## src/rtl/lif_tdm_scheduler_pkg.sv

```systemverilog
// Shared types and constants for the time-multiplexed LIF neuron scheduler.
// Holds the sweep FSM encoding, the membrane/current width and the default threshold.
package lif_tdm_scheduler_pkg;

   localparam int STATE_W        = 4;
   localparam int DEFAULT_THRESH = 8;

   typedef enum logic {
      IDLE  = 1'b0,
      SWEEP = 1'b1
   } sched_state_e;

endpackage

```

## src/rtl/lif_evt_fifo.sv

```systemverilog
// Small synchronous FIFO carrying spike indices from the scheduler to the consumer.
// A push into a full FIFO is accepted only when a pop happens in the same cycle.
module lif_evt_fifo #(
   parameter int WIDTH = 3,
   parameter int DEPTH = 4
) (
   input  logic             clk,
   input  logic             reset_n,
   input  logic             push,
   input  logic [WIDTH-1:0] push_data,
   input  logic             pop,
   output logic [WIDTH-1:0] head,
   output logic             full,
   output logic             empty
);

   localparam int AW = $clog2(DEPTH);

   logic [WIDTH-1:0] mem [DEPTH];
   logic [AW:0]      wr_ptr;
   logic [AW:0]      rd_ptr;
   logic             do_pop;
   logic             do_push;

   assign empty   = (wr_ptr == rd_ptr);
   assign full    = (wr_ptr[AW] != rd_ptr[AW]) && (wr_ptr[AW-1:0] == rd_ptr[AW-1:0]);
   assign do_pop  = pop && !empty;
   assign do_push = push && (!full || do_pop);
   assign head    = empty ? '0 : mem[rd_ptr[AW-1:0]];

   // Pointers carry an extra wrap bit so full and empty can be told apart.
   always_ff @(posedge clk) begin
      if (!reset_n) begin
         wr_ptr <= '0;
         rd_ptr <= '0;
      end else begin
         if (do_push) begin
            mem[wr_ptr[AW-1:0]] <= push_data;
            wr_ptr              <= wr_ptr + 1'b1;
         end
         if (do_pop) begin
            rd_ptr <= rd_ptr + 1'b1;
         end
      end
   end

endmodule

```

## src/rtl/lif_tdm_scheduler.sv

```systemverilog
// Leaky integrate-and-fire neurons sharing one update datapath, swept one neuron per cycle.
// Spiking neurons push their index into an event FIFO; a full FIFO stalls the sweep.
module lif_tdm_scheduler
   import lif_tdm_scheduler_pkg::*;
#(
   parameter int N_NEUR     = 8,
   parameter int THRESH     = DEFAULT_THRESH,
   parameter int FIFO_DEPTH = 4,
   localparam int IW        = $clog2(N_NEUR)
) (
   input  logic               clk,
   input  logic               reset_n,
   input  logic               cur_we,
   input  logic [IW-1:0]      cur_idx,
   input  logic [STATE_W-1:0] cur_data,
   input  logic               tick,
   output logic               busy,
   output logic               done,
   output logic               tick_drop,
   output logic               spk_valid,
   input  logic               spk_ready,
   output logic [IW-1:0]      spk_idx,
   input  logic [IW-1:0]      rd_idx,
   output logic [STATE_W-1:0] rd_state
);

   localparam logic [STATE_W-1:0] THRESH_V = STATE_W'(THRESH);
   localparam logic [IW-1:0]      LAST_IDX = IW'(N_NEUR - 1);

   logic [STATE_W-1:0] cur_tab [N_NEUR];
   logic [STATE_W-1:0] st_tab  [N_NEUR];

   sched_state_e       fsm;
   logic [IW-1:0]      idx;
   logic               pending;

   logic [STATE_W-1:0] cur_k;
   logic [STATE_W-1:0] st_k;
   logic [STATE_W-1:0] next_st;
   logic               fired;
   logic               fifo_full;
   logic               fifo_empty;
   logic               fifo_pop;
   logic               stall;
   logic               update_en;
   logic               fifo_push;

   // The single shared LIF datapath: a firing neuron resets to its input current.
   always_comb begin
      cur_k   = cur_tab[idx];
      st_k    = st_tab[idx];
      fired   = (st_k >= THRESH_V);
      next_st = cur_k + (fired ? '0 : (st_k >> 1));
   end

   assign spk_valid = !fifo_empty;
   assign fifo_pop  = spk_valid && spk_ready;
   assign stall     = fired && fifo_full && !fifo_pop;
   assign update_en = (fsm == SWEEP) && !stall;
   assign fifo_push = update_en && fired;
   assign rd_state  = st_tab[rd_idx];

   // Current writes land at the edge, so an update in the same cycle still sees the old value.
   always_ff @(posedge clk) begin
      if (!reset_n) begin
         for (int i = 0; i < N_NEUR; i++) begin
            cur_tab[i] <= '0;
         end
      end else if (cur_we) begin
         cur_tab[cur_idx] <= cur_data;
      end
   end

   always_ff @(posedge clk) begin
      if (!reset_n) begin
         for (int i = 0; i < N_NEUR; i++) begin
            st_tab[i] <= '0;
         end
      end else if (update_en) begin
         st_tab[idx] <= next_st;
      end
   end

   // Sweep control; a tick arriving mid-sweep is remembered once, further ones are dropped.
   always_ff @(posedge clk) begin
      if (!reset_n) begin
         fsm       <= IDLE;
         idx       <= '0;
         pending   <= 1'b0;
         busy      <= 1'b0;
         done      <= 1'b0;
         tick_drop <= 1'b0;
      end else begin
         done      <= 1'b0;
         tick_drop <= 1'b0;
         case (fsm)
            IDLE: begin
               if (tick || pending) begin
                  fsm     <= SWEEP;
                  busy    <= 1'b1;
                  idx     <= '0;
                  pending <= 1'b0;
               end
            end
            SWEEP: begin
               if (tick) begin
                  if (pending) begin
                     tick_drop <= 1'b1;
                  end else begin
                     pending <= 1'b1;
                  end
               end
               if (update_en) begin
                  if (idx == LAST_IDX) begin
                     fsm  <= IDLE;
                     busy <= 1'b0;
                     done <= 1'b1;
                     idx  <= '0;
                  end else begin
                     idx <= idx + 1'b1;
                  end
               end
            end
            default: begin
               fsm  <= IDLE;
               busy <= 1'b0;
            end
         endcase
      end
   end

   lif_evt_fifo #(
      .WIDTH (IW),
      .DEPTH (FIFO_DEPTH)
   ) u_evt_fifo (
      .clk       (clk),
      .reset_n   (reset_n),
      .push      (fifo_push),
      .push_data (idx),
      .pop       (fifo_pop),
      .head      (spk_idx),
      .full      (fifo_full),
      .empty     (fifo_empty)
   );

endmodule

```

## config.mk

```make
export PLATFORM = sky130hd
export DESIGN_NAME = lif_tdm_scheduler
export DESIGN_NICKNAME = d
export VERILOG_FILES = /design/src/rtl/lif_tdm_scheduler_pkg.sv /design/src/rtl/lif_evt_fifo.sv /design/src/rtl/lif_tdm_scheduler.sv
export SDC_FILE = /design/constraint.sdc
export NUM_CORES = 1
export LEC_CHECK = 0
export ABC_CLOCK_PERIOD_IN_PS = 2900
export CAP_MARGIN = 20
export CORE_MARGIN = 2
export CORE_UTILIZATION = 25
export DETAILED_ROUTE_END_ITERATION = 8
export HOLD_SLACK_MARGIN = 0.02
export SLEW_MARGIN = 30
export SYNTH_ARGS = -nofsm -noshare
export SYNTH_HDL_FRONTEND = slang
export SYNTH_SLANG_ARGS = --single-unit
```

## constraint.sdc

```tcl
create_clock -name clk -period 2.9 [get_ports clk]
set_input_delay 0.29 -clock clk [delete_from_list [all_inputs] [get_ports clk]]
set_output_delay 0.29 -clock clk [all_outputs]
set_load 0.01 [all_outputs]
```

==> impl_metrics.csv <==
group,metric,value,unit
drt,post_drt_via_cell_ratio,4.73,
drt,avgRoutedWirePerCell,16.2,um
placed_design,dp_slack,-0.00230,ns
clock_tree,clockBufferDepth,2,
synthesis,synth_nets,379,
sta,hold_viol_final,0,
run_status,status,"finished clean",
setup_path,start_kind,"flip-flop",
cells_and_area,n_antenna_cell,0,
cells_and_area,layout_common_cells,"76 x edfxtp_1, 37 x nor2_1, 32 x and2_1",
drt,drtIter0Drc,167,
setup_path,crit_chain,"mux2_2, mux4_2, buf_4, nor2_1, ha_1, a21o_1, a21oi_2, xnor2_2, nor3_1",
sta,slew-limit-headroom,49.3,%
synthesis,yosysTopAreaCell,"edfxtp_1",
clock_tree,cts.clk_slew.worst_paths,0.06,ns
cells_and_area,utilization,30.2,%
die,io_pins,26,
clock_tree,clock_sinks,95,
sta,whs,0.466,ns
clock_tree,cts_tree,"built",
sta,fin_ws,0.218,ns
synthesis,synth_seq_area_share,56.4,%
drt,ant_nets,0,
run,maxCapViolations,0,
synthesis,synth.area.top_cells,"edfxtp_1 48%, mux4_2 12%, dfxtp_1 8.1%, and2_1 4.2%, nor2_1 3.0%",
cells_and_area,design_area,5630,sq um
die,die_area,20000,sq um
worst_hold_path,hp-class,"flip-flop to flip-flop",
sta,post-route-min-period,2.68,ns
placed_design,placed_area,5310,sq um
synthesis,avgSynthCellArea,13.4,sq um
clock_tree,cts_root_buf,"clkbuf_16",
sta,setup_tns,0,ns
setup_path,cp_max_fo,8,
sta,rsz0062_at_grt,"false",
sta,tightestPinTransition,0.753,ns
clock_tree,cts-buffers-inserted,9,
cells_and_area,area_growth,19.2,%
placed_design,routabilityCongestion,0.805,
synthesis,yosys_register_bits,95,
global_routing,grt_pass1_vias,3057,
cells_and_area,layout_commonest_cell,"edfxtp_1",
global_routing,grt_util_all_layers,10.7,%
placed_design,hpwl,7.63,mm
setup_path,criticalPathCategory,"flip-flop to flip-flop",
setup_path,cp_slowest_cell,"mux4_2",
global_routing,grt-ovfl-total,0,
setup_path,critPathRequiredTime,2.98,ns
sta,skew,0.00902,ns
drt,wl,10.2,mm
drt,drt_pre_antenna_iters,4,
synthesis,synth_top_area_share,48.3,%
die,die_w,141,um
drt,via_count,2958,
pwr,p_leak,1.90,nW
clock_tree,htreeDepth,3,
sta,timing.final.crit_share,92.5,%
synthesis,synth_edf_count,76,
setup_path,critPathMaxStageDelay,0.50,ns
setup_path,end_kind,"flip-flop",
global_routing,grt_pass1_wl,16.4,mm
pwr,power_density,571,nW/um^2
pwr,ir_worst_vdd,0.000288,V
synthesis,ys.flop_type,"edfxtp_1",
synthesis,synth.distinct_cells,47,
synthesis,syn-cell-area,4720,sq um
sta,setup_violations,0,
synthesis,ys.warnings.count,0,
drt,drc,0,
sta,drv_slew,0,
placed_design,port_buffers,25,
sta,max_freq,0.373,GHz
clock_tree,clock_latency,0.35,ns
clock_tree,ctsHoldBuffers,0,
global_routing,grt_max_degree,26,
die,start_util,25.3,%
global_routing,antenna_found_initial,0,
die,rows,50,
die,core-area,18600,sq um
synthesis,syn_inst,353,
cells_and_area,final_nets,413,
synthesis,synth_async_sr_flop_share,0,%
die,die_h,141,um
setup_path,crit_arrival,2.76,ns
cells_and_area,final_layout_size_suffix_gt1_share,19.4,%
state kept, by name, summed over array words and instances, names as in the netlist, named ones only:
signal / cells
cur_tab: 32
st_tab: 32
u_evt_fifo.mem: 12
idx: 3
u_evt_fifo.rd_ptr: 3
u_evt_fifo.wr_ptr: 3
busy: 1
done: 1
fsm: 1
pending: 1
tick_drop: 1
routing by layer:
metal | global-route usage, % | part of all wire (%)
met1 | 13.2 | 44
met2 | 18.4 | 51
met3 | 2.70 | 3.6
met4 | 3.47 | 1.3
met5 | 0 | 0
critical path: cells and delay by family, from the launching register on:
kind                     cells  cell delay [ns]
flip-flops                   1             0.37
buffers and inverters        1             0.18
adder cells (fa/ha/maj)      1             0.19
AO/OA/AOI/OAI                2             0.21
AND/OR/NAND/NOR              2             0.23
XOR/XNOR                     1             0.39
multiplexers                 2             0.84
synthesized netlist by cell type, drive strengths merged, types with 2 or more instances:
master / instances
a21oi: 5
and2: 32
and3: 3
buf: 5
clkbuf: 12
dfxtp: 19
edfxtp: 76
ha: 10
inv: 7
mux2: 11
mux2i: 8
mux4: 25
nand2: 12
nand2b: 5
nand3: 6
nand4: 2
nor2: 39
nor2b: 4
nor3: 9
nor4: 8
nor4b: 4
o2111ai: 2
o211ai: 4
o21ai: 15
o31ai: 3
o41ai: 3
or2: 2
or4: 2
xnor2: 3
xor2: 6
through the flow:
step / instances / total power (W)
floorplan: 353 / 0.00191
global placement: 610 / 0.00207
detailed placement: 610 / 0.00208
CTS: 626 / 0.00324
global route: 626 / 0.00334
finish: 626 / 0.00321
final timing paths:
check | cells past startpoint | endpoint | start | slack (ns)
worst max-delay path | 9 | st_tab[7][3]$_SDFFCE_PN0P_ | flip-flop | 0.22
worst min-delay path | 2 | tick_drop$_SDFF_PN0_ | pending$_SDFFE_PN0P_ | 0.47
worst max register to register | 9 | st_tab[7][3]$_SDFFCE_PN0P_ | flip-flop | 0.22
worst min register to register | 2 | tick_drop$_SDFF_PN0_ | pending$_SDFFE_PN0P_ | 0.47
power breakdown:
group	internal (W)	switching, W	leakage, nW
logic	0.000227	0.000244	0.867
clock network	0.000670	0.000488	0.130
registers	0.00154	0.0000449	0.908
total	0.00244	0.000776	1.90
cells by family after synthesis:
family	Yosys count	share of synthesized area, %
flops	95	56.4
compound gates	39	5.78
fa+ha+maj	11	3.07
buf+inv	24	2.28
simple gates	130	14.5
xor+xnor	9	1.67
other cells	1	0.0794
mux	44	16.2
timing repair:
action,CTS,global route
gates resized for setup,1,4
endpoints found under the setup margin,2,8
pin swaps,0,0
setup buffers,0,0
area by class of cell:
cell class	instances	area [sq um]
fill	1882	13000
timing repair buffer	40	375
sequential	95	2660
clock inverter	3	45.0
tap	234	293
multi-input combinational	234	1990
inverter	7	26.3
clock buffer	13	240
Note: power is estimated with default switching activity, not from simulation.
